===== src/rtl/servo_debounce.sv =====
// Single-channel RC-servo driver with a debounced switch input.
//   A 28-bit frame counter sets the PWM period (FRAME_MAX+1 cycles). The
//   internal position moves toward DESIRED, and each frame the pulse width
//   is BASE_WIDTH + position. FLAG is high when the position equals DESIRED.
//   The switch path runs a 2-flop synchroniser, then a DB_DEPTH-deep
//   agreement filter sampled on COUNT[10] rising edges, then a rise strobe.
// Build option: define SERVO_SLEW_EN to ramp the position by STEP once per
//   COUNT[8] rising edge. Without it, the position tracks DESIRED every cycle.
// Ports:
//   CLK      system clock, rising edge
//   RST      asynchronous active-high reset
//   DESIRED  target position, in cycles above BASE_WIDTH
//   SW_IN    raw asynchronous switch
//   PWM      registered servo pulse
//   FLAG     registered "position == DESIRED"
//   COUNT    frame counter, exported for sharing
//   SW_OUT   debounced switch level
//   SW_RISE  one-cycle strobe on each SW_OUT 0->1 transition
module servo_debounce #(
  parameter int unsigned FRAME_MAX  = 2000000,
  parameter int unsigned BASE_WIDTH = 50000,
  parameter int unsigned INIT_POS   = 0,
  parameter int unsigned STEP       = 1,
  parameter int unsigned DB_DEPTH   = 4
) (
  input  logic        CLK,
  input  logic        RST,
  input  logic [19:0] DESIRED,
  input  logic        SW_IN,
  output logic        PWM,
  output logic        FLAG,
  output logic [27:0] COUNT,
  output logic        SW_OUT,
  output logic        SW_RISE
);

  localparam logic [27:0] FRAME_MAX_W  = 28'(FRAME_MAX);
  localparam logic [20:0] BASE_WIDTH_W = 21'(BASE_WIDTH);
  localparam logic [19:0] INIT_POS_W   = 20'(INIT_POS);

  logic [19:0]         pos;
  logic [19:0]         pos_nxt;
  logic [20:0]         width;
  logic                bit10_q;
  logic                db_tick;
  logic                sync1;
  logic                sync2;
  logic [DB_DEPTH-1:0] db_sr;
  logic                sw_out_q;

  // Frame counter. The >= compare also recovers if the counter ever
  // lands above FRAME_MAX.
  always_ff @(posedge CLK or posedge RST) begin
    if (RST) COUNT <= '0;
    else     COUNT <= (COUNT >= FRAME_MAX_W) ? '0 : COUNT + 28'd1;
  end

`ifdef SERVO_SLEW_EN
  localparam logic [19:0] STEP_W = 20'(STEP);

  logic        bit8_q;
  logic        slew_tick;
  logic [19:0] gap_up;
  logic [19:0] gap_dn;

  always_ff @(posedge CLK or posedge RST) begin
    if (RST) bit8_q <= 1'b0;
    else     bit8_q <= COUNT[8];
  end

  assign slew_tick = COUNT[8] & ~bit8_q;

  // The step is clamped to the remaining gap, so the position can never
  // overshoot DESIRED or wrap.
  always_comb begin
    gap_up  = DESIRED - pos;
    gap_dn  = pos - DESIRED;
    pos_nxt = pos;
    if (slew_tick) begin
      if (pos < DESIRED)
        pos_nxt = pos + ((gap_up < STEP_W) ? gap_up : STEP_W);
      else if (pos > DESIRED)
        pos_nxt = pos - ((gap_dn < STEP_W) ? gap_dn : STEP_W);
    end
  end
`else
  assign pos_nxt = DESIRED;
`endif

  always_ff @(posedge CLK or posedge RST) begin
    if (RST) pos <= INIT_POS_W;
    else     pos <= pos_nxt;
  end

  // The pulse is registered, so PWM trails the compare by one cycle. It is
  // high while COUNT runs 0 .. width-1, which gives exactly 'width' cycles.
  assign width = BASE_WIDTH_W + {1'b0, pos};

  always_ff @(posedge CLK or posedge RST) begin
    if (RST) begin
      PWM  <= 1'b0;
      FLAG <= 1'b0;
    end else begin
      PWM  <= (28'(width) > COUNT);
      FLAG <= (pos == DESIRED);
    end
  end

  // Switch path: two-flop synchroniser, then a slow sampler.
  always_ff @(posedge CLK or posedge RST) begin
    if (RST) begin
      sync1   <= 1'b0;
      sync2   <= 1'b0;
      bit10_q <= 1'b0;
    end else begin
      sync1   <= SW_IN;
      sync2   <= sync1;
      bit10_q <= COUNT[10];
    end
  end

  assign db_tick = COUNT[10] & ~bit10_q;

  // The output changes only once every bit in the window agrees.
  // Mixed windows hold the previous level.
  always_ff @(posedge CLK or posedge RST) begin
    if (RST) begin
      db_sr    <= '0;
      SW_OUT   <= 1'b0;
      sw_out_q <= 1'b0;
    end else begin
      if (db_tick) db_sr <= {db_sr[DB_DEPTH-2:0], sync2};
      if (db_sr == {DB_DEPTH{1'b1}})      SW_OUT <= 1'b1;
      else if (db_sr == {DB_DEPTH{1'b0}}) SW_OUT <= 1'b0;
      sw_out_q <= SW_OUT;
    end
  end

  assign SW_RISE = SW_OUT & ~sw_out_q;

endmodule


===== config.mk =====
export PLATFORM = sky130hd
export DESIGN_NAME = servo_debounce
export DESIGN_NICKNAME = d
export VERILOG_FILES = /design/src/rtl/servo_debounce.sv
export SDC_FILE = /design/constraint.sdc
export NUM_CORES = 1
export LEC_CHECK = 0
export BUFFER_PORTS_ARGS = -buffer_cell sky130_fd_sc_hd__buf_2
export CAP_MARGIN = 5
export CORE_MARGIN = 4
export CORE_UTILIZATION = 55
export DETAILED_ROUTE_END_ITERATION = 10
export PLACE_DENSITY_LB_ADDON = 0.15
export SLEW_MARGIN = 10
export SYNTH_ARGS = -nofsm -noshare
export SYNTH_HDL_FRONTEND = slang
export SYNTH_SLANG_ARGS = --single-unit

===== constraint.sdc =====
create_clock -name CLK -period 3.1 [get_ports CLK]
set_input_delay 0.155 -clock CLK [delete_from_list [all_inputs] [get_ports CLK]]
set_output_delay 0.155 -clock CLK [all_outputs]
set_load 0.02 [all_outputs]

# --- Word level (Yosys, flattened, before mapping) ---
# Cells that the tools add are included.
classes:
  n_lt_le_gt_ge: 2
  addsub: 2
  mux: 3
  eq_ne: 2
  reduce_logical: 2
  n_bitwise: 4
ops:
  columns: ["operator", "count"]
  rows:
  - ["adder 28 x 1 -> 28 bit, second input constant", 1]
  - [">= comparator 28 x 21 -> 1 bit, second input constant", 1]
  - ["greater-than comparator 21 x 28 -> 1 bit", 1]
  - ["2-to-1 mux 28 bit", 1]
  - ["adder 16 x 20 -> 21 bit, first input constant", 1]
  - ["equality test 20 bit", 1]
  - ["equality test 4 bit, second input constant", 1]
  - ["logical NOT 4 bit", 1]
  - ["bitwise AND 1 bit", 2]
  - ["2-to-1 mux 1 bit", 2]
  - ["NOT 1 bit", 2]
  - ["nonzero test 2 bit", 1]
word_totals:
  elab_cells: 25
  regBits: 59
  inputBits: 23

# --- Longest topological paths before layout ---
logic_depth:
  ltp_word: 3
  ltp_mapped: 12
  depth_no_buf: 12

# --- Least setup slack after synthesis ---
# No wires, ideal clock.
synth_path:
  path_kind: "reg2reg"
  start: "reg pos[4]"
  end: "reg PWM"
  path_buffers: 0
  path_stages_with_launch: 13
  period_less_slack_ps: 2555
  path_slack_ps: 545
  arrival_time_ps: 2472
  path_cell_list: "dfrtp_1 -> ha_1 -> o21ai_0 -> a21oi_1 -> nor3_1 -> nor2_1 -> xor2_1 -> ha_1 -> nand2_1 -> nor4_4 -> and2_4 -> o41ai_1 -> a22oi_2"
synth_between:
  elab_chain_cells: 2
synth_lines:
  columns: ["item", "line", "text"]
  rows:
  - ["from (decl)", "41", "logic [19:0] pos;"]
  - ["from (signal assigned)", "92", "else pos <= pos_nxt;"]
  - ["adder 16 x 20 -> 21 bit", "97", "assign width = BASE_WIDTH_W + {1'b0, pos};"]
  - ["greater-than comparator 21 x 28 -> 1 bit", "104", "PWM <= (28'(width) > COUNT);"]
  - ["to (signal assigned)", "104", null]
  - ["to (decl)", "30", "output logic PWM,"]
# No other way between the ends.
# A chain may end at the register's enable or synchronous reset.

# --- Worst setup path in the final report ---
# Same ends and word-level chain as after synthesis.

==> metrics.txt <==
Worst Hold Margin 0.350 ns; share of layout cells above drive strength 1 21.3%; pre-CTS setup slack 0.249 ns; Mapped Area 0.00307 sq mm; Final HPWL DP 4950 microns; worst min path class reg2reg; GRT overflow 0; CP delay by family, top simple AND/OR/NAND/NOR gates; EDFF count, synth 0; vias per inst 5.18; Post-Synthesis Cells 292; CTS tree yes; actual slew at the worst max-slew pin 0.606 ns; crit-path max FO 4; Req. time, crit path 3.36 ns; ANT nets after route 0; DRC violations left 0; area of the multi-input gates 0.00151 sq mm; Die Y 82.7 microns; Die Width 82.7 microns; Root Buffer clkbuf_8; worst path buffer plus inverter count 0; CP peak stage delay 0.43 ns; Clk network pwr share 41.0%; Sw Share 24.8%; Routed WL 6780 microns; Pre-antenna DRT Iters 4; Clk Latency, worst-skew pair 0.34 ns; global-route wire length before repair 11500 microns; routability cong. 0.933; CTS Buffer Depth 2; YS warnings 0; Critical Path Most Common Cell ha_1; pwr/cell area 434 mW/mm^2; initial antenna violation count 0; vias in the first global route 2358; Pins Over Slew Limit 0; Seq/Total Area, Yosys 48.2%; top_reg_cell synth dfrtp_1; switching power total 417 uW; CTS buffer count 9; clk sinks 59; clock-pin slew on the worst setup and hold paths 0.07 ns; critical path cell sequence ha_1 -> o21ai_0 -> a21oi_1 -> nor3_2 -> nor2_1 -> xor2_1 -> ha_1 -> nand2_1 -> nor4_4 -> and2_4 -> o41ai_1 -> a22oi_2; Port Buf Inserts 54; critical path class reg2reg; layout filler cell count 394; top achievable clock speed 368 MHz; register area 0.00148 sq mm; Leak 0.00178 uW; largest net degree at the start of global routing 30; final net count 432; Initial Util 58.5%; R2R depth 12; critical path depth 12; DR vias 2383; Avg WL per Cell 14.7 microns; Area Overhead vs Synth 26.5%; Synth cell types 36; Core ar. 0.00524 sq mm; Pwr Total 1680 uW; WP data arrival 2.98 ns; Pint 1270 uW; minimum clock period 2.71 ns; run status complete, no violations; post-synthesis register bit count 59; post-route setup TNS 0 ns; max_cap viols 0; Tcrit/Tclk final 87.6%; # IOs 55; Overall Global Routing Usage 22.9%; Gate power share 10.8%; worst setup margin 0.386 ns; DR iter-0 viols 98; die area 0.00683 sq mm; depth of the CTS H-tree 3; Avg Inst Size Synth 10.5 sq um; final hold violations 0; Async SR Flop Fraction 100%; Max VDD drop 0.332 mV; critical path's slowest cell dfrtp_1; std cell rows 26; Crit. End Element flop; clk_skew 0.0136 ns; RSZ-0062 raised after global routing false; crit path launch type flop; Max-slew headroom 59.5%; Sequential Power Share 48.2%; Hold Path Depth 0; antenna cells 0; final setup violation count 0
## logic make-up (layout without fill, tap and decap cells)
group	count (synthesis)	count (layout)	share of synthesized area, %
other	1	7	0.122
AO/OA/AOI/OAI	30	30	6.20
flip-flops	59	59	48.2
multiplexers	4	4	1.47
AND/OR/NAND/NOR	94	94	15.9
XOR/XNOR	52	52	14.9
buffers and inverters	28	120	3.51
adder cells (fa/ha/maj)	24	24	9.80
## synthesized netlist by cell type, drive strengths merged, types with 2 or more instances
library cell / instances / area share [%]
a211oi: 2 / 0.49
xor2: 18 / 5.1
a21boi: 2 / 0.49
nor3: 7 / 1.1
o31ai: 2 / 0.49
inv: 25 / 3.1
nor2: 33 / 4.0
or3: 2 / 0.41
and4: 2 / 0.57
dfrtp: 59 / 48
nand4: 12 / 2.4
nand2: 11 / 1.3
a21o: 2 / 0.49
nand3: 9 / 1.5
buf: 2 / 0.33
a21oi: 12 / 2.0
mux2: 4 / 1.5
and2: 2 / 0.49
nor2b: 2 / 0.41
nor4: 7 / 1.9
and3: 4 / 0.82
xnor2: 34 / 9.7
ha: 24 / 9.8
o21ai: 5 / 0.82
## power groups by stage
stage,combinational (uW),clock (uW),sequential (uW)
floorplan,103,0,825
global placement,155,0,823
detailed placement,159,0,824
CTS,181,696,810
global route,205,746,813
finish,181,690,811
## timing repair
| item | CTS | global route |
|---|---|---|
| hold buffers | 22 | 0 |
| buffers inserted | 0 | 0 |
| resized for setup | 0 | 1 |
| setup endpoints to repair | 0 | 1 |
| endpoints found under the hold margin | 48 | 0 |
## path summary, 6_finish.rpt
check / startpoint / endpoint / slack (ns)
hold reg to reg: sync1$_DFF_PP0_ / sync2$_DFF_PP0_ / 0.35
min in group asynchronous: RST / COUNT[12]$_DFF_PP0_ / 0.43
hold / removal: sync1$_DFF_PP0_ / sync2$_DFF_PP0_ / 0.35
max in group asynchronous: RST / COUNT[19]$_DFF_PP0_ / 1.98
setup reg to reg: pos[4]$_DFF_PP0_ / PWM$_DFF_PP0_ / 0.39
setup / recovery: pos[4]$_DFF_PP0_ / PWM$_DFF_PP0_ / 0.39
## final cells by class
type                       count  area share, %
clock inverter                 5           1.35
timing repair buffer          79           13.2
multi-input combinational    211           39.0
tap                           70           2.26
clock buffer                  11           3.65
sequential                    59           38.1
inverter                      25           2.42
## state kept, by name (all words and copies together), names as in the netlist
name / flops
COUNT: 28
pos: 20
db_sr: 4
FLAG: 1
PWM: 1
SW_OUT: 1
bit10_q: 1
sw_out_q: 1
sync1: 1
sync2: 1
## per-layer routing
metal | global-route usage (%) | vias up | wire length [microns]
li1 | - | 1178 | -
met3 | 4.88 | 14 | 298
met5 | 0 | - | 0
met4 | 8.66 | 0 | 108
met1 | 29.4 | 1139 | 2990
met2 | 37.8 | 52 | 3380
## layout by cell type, fill, tap and decap left out, types with 5 or more instances in the layout
master	n
nor4_1	6
clkbuf_8	10
xnor2_1	34
nor3_1	6
nor2_1	33
dfrtp_1	59
nand2_1	11
buf_2	54
nand3_1	9
nand4_1	12
xor2_1	18
conb_1	7
ha_1	24
o21ai_0	5
dlygate4sd3_1	22
inv_1	24
a21oi_1	12
## per-stage QoR
step	cells	util, %	cell area, sq um
after floorplan	298	-	3090
after global placement	422	66.1	3460
after detailed placement	422	66.1	3460
after CTS	460	74.0	3870
after global routing	460	74.1	3880
final	460	74.1	3880
Note: power is estimated with default switching activity, not from simulation.
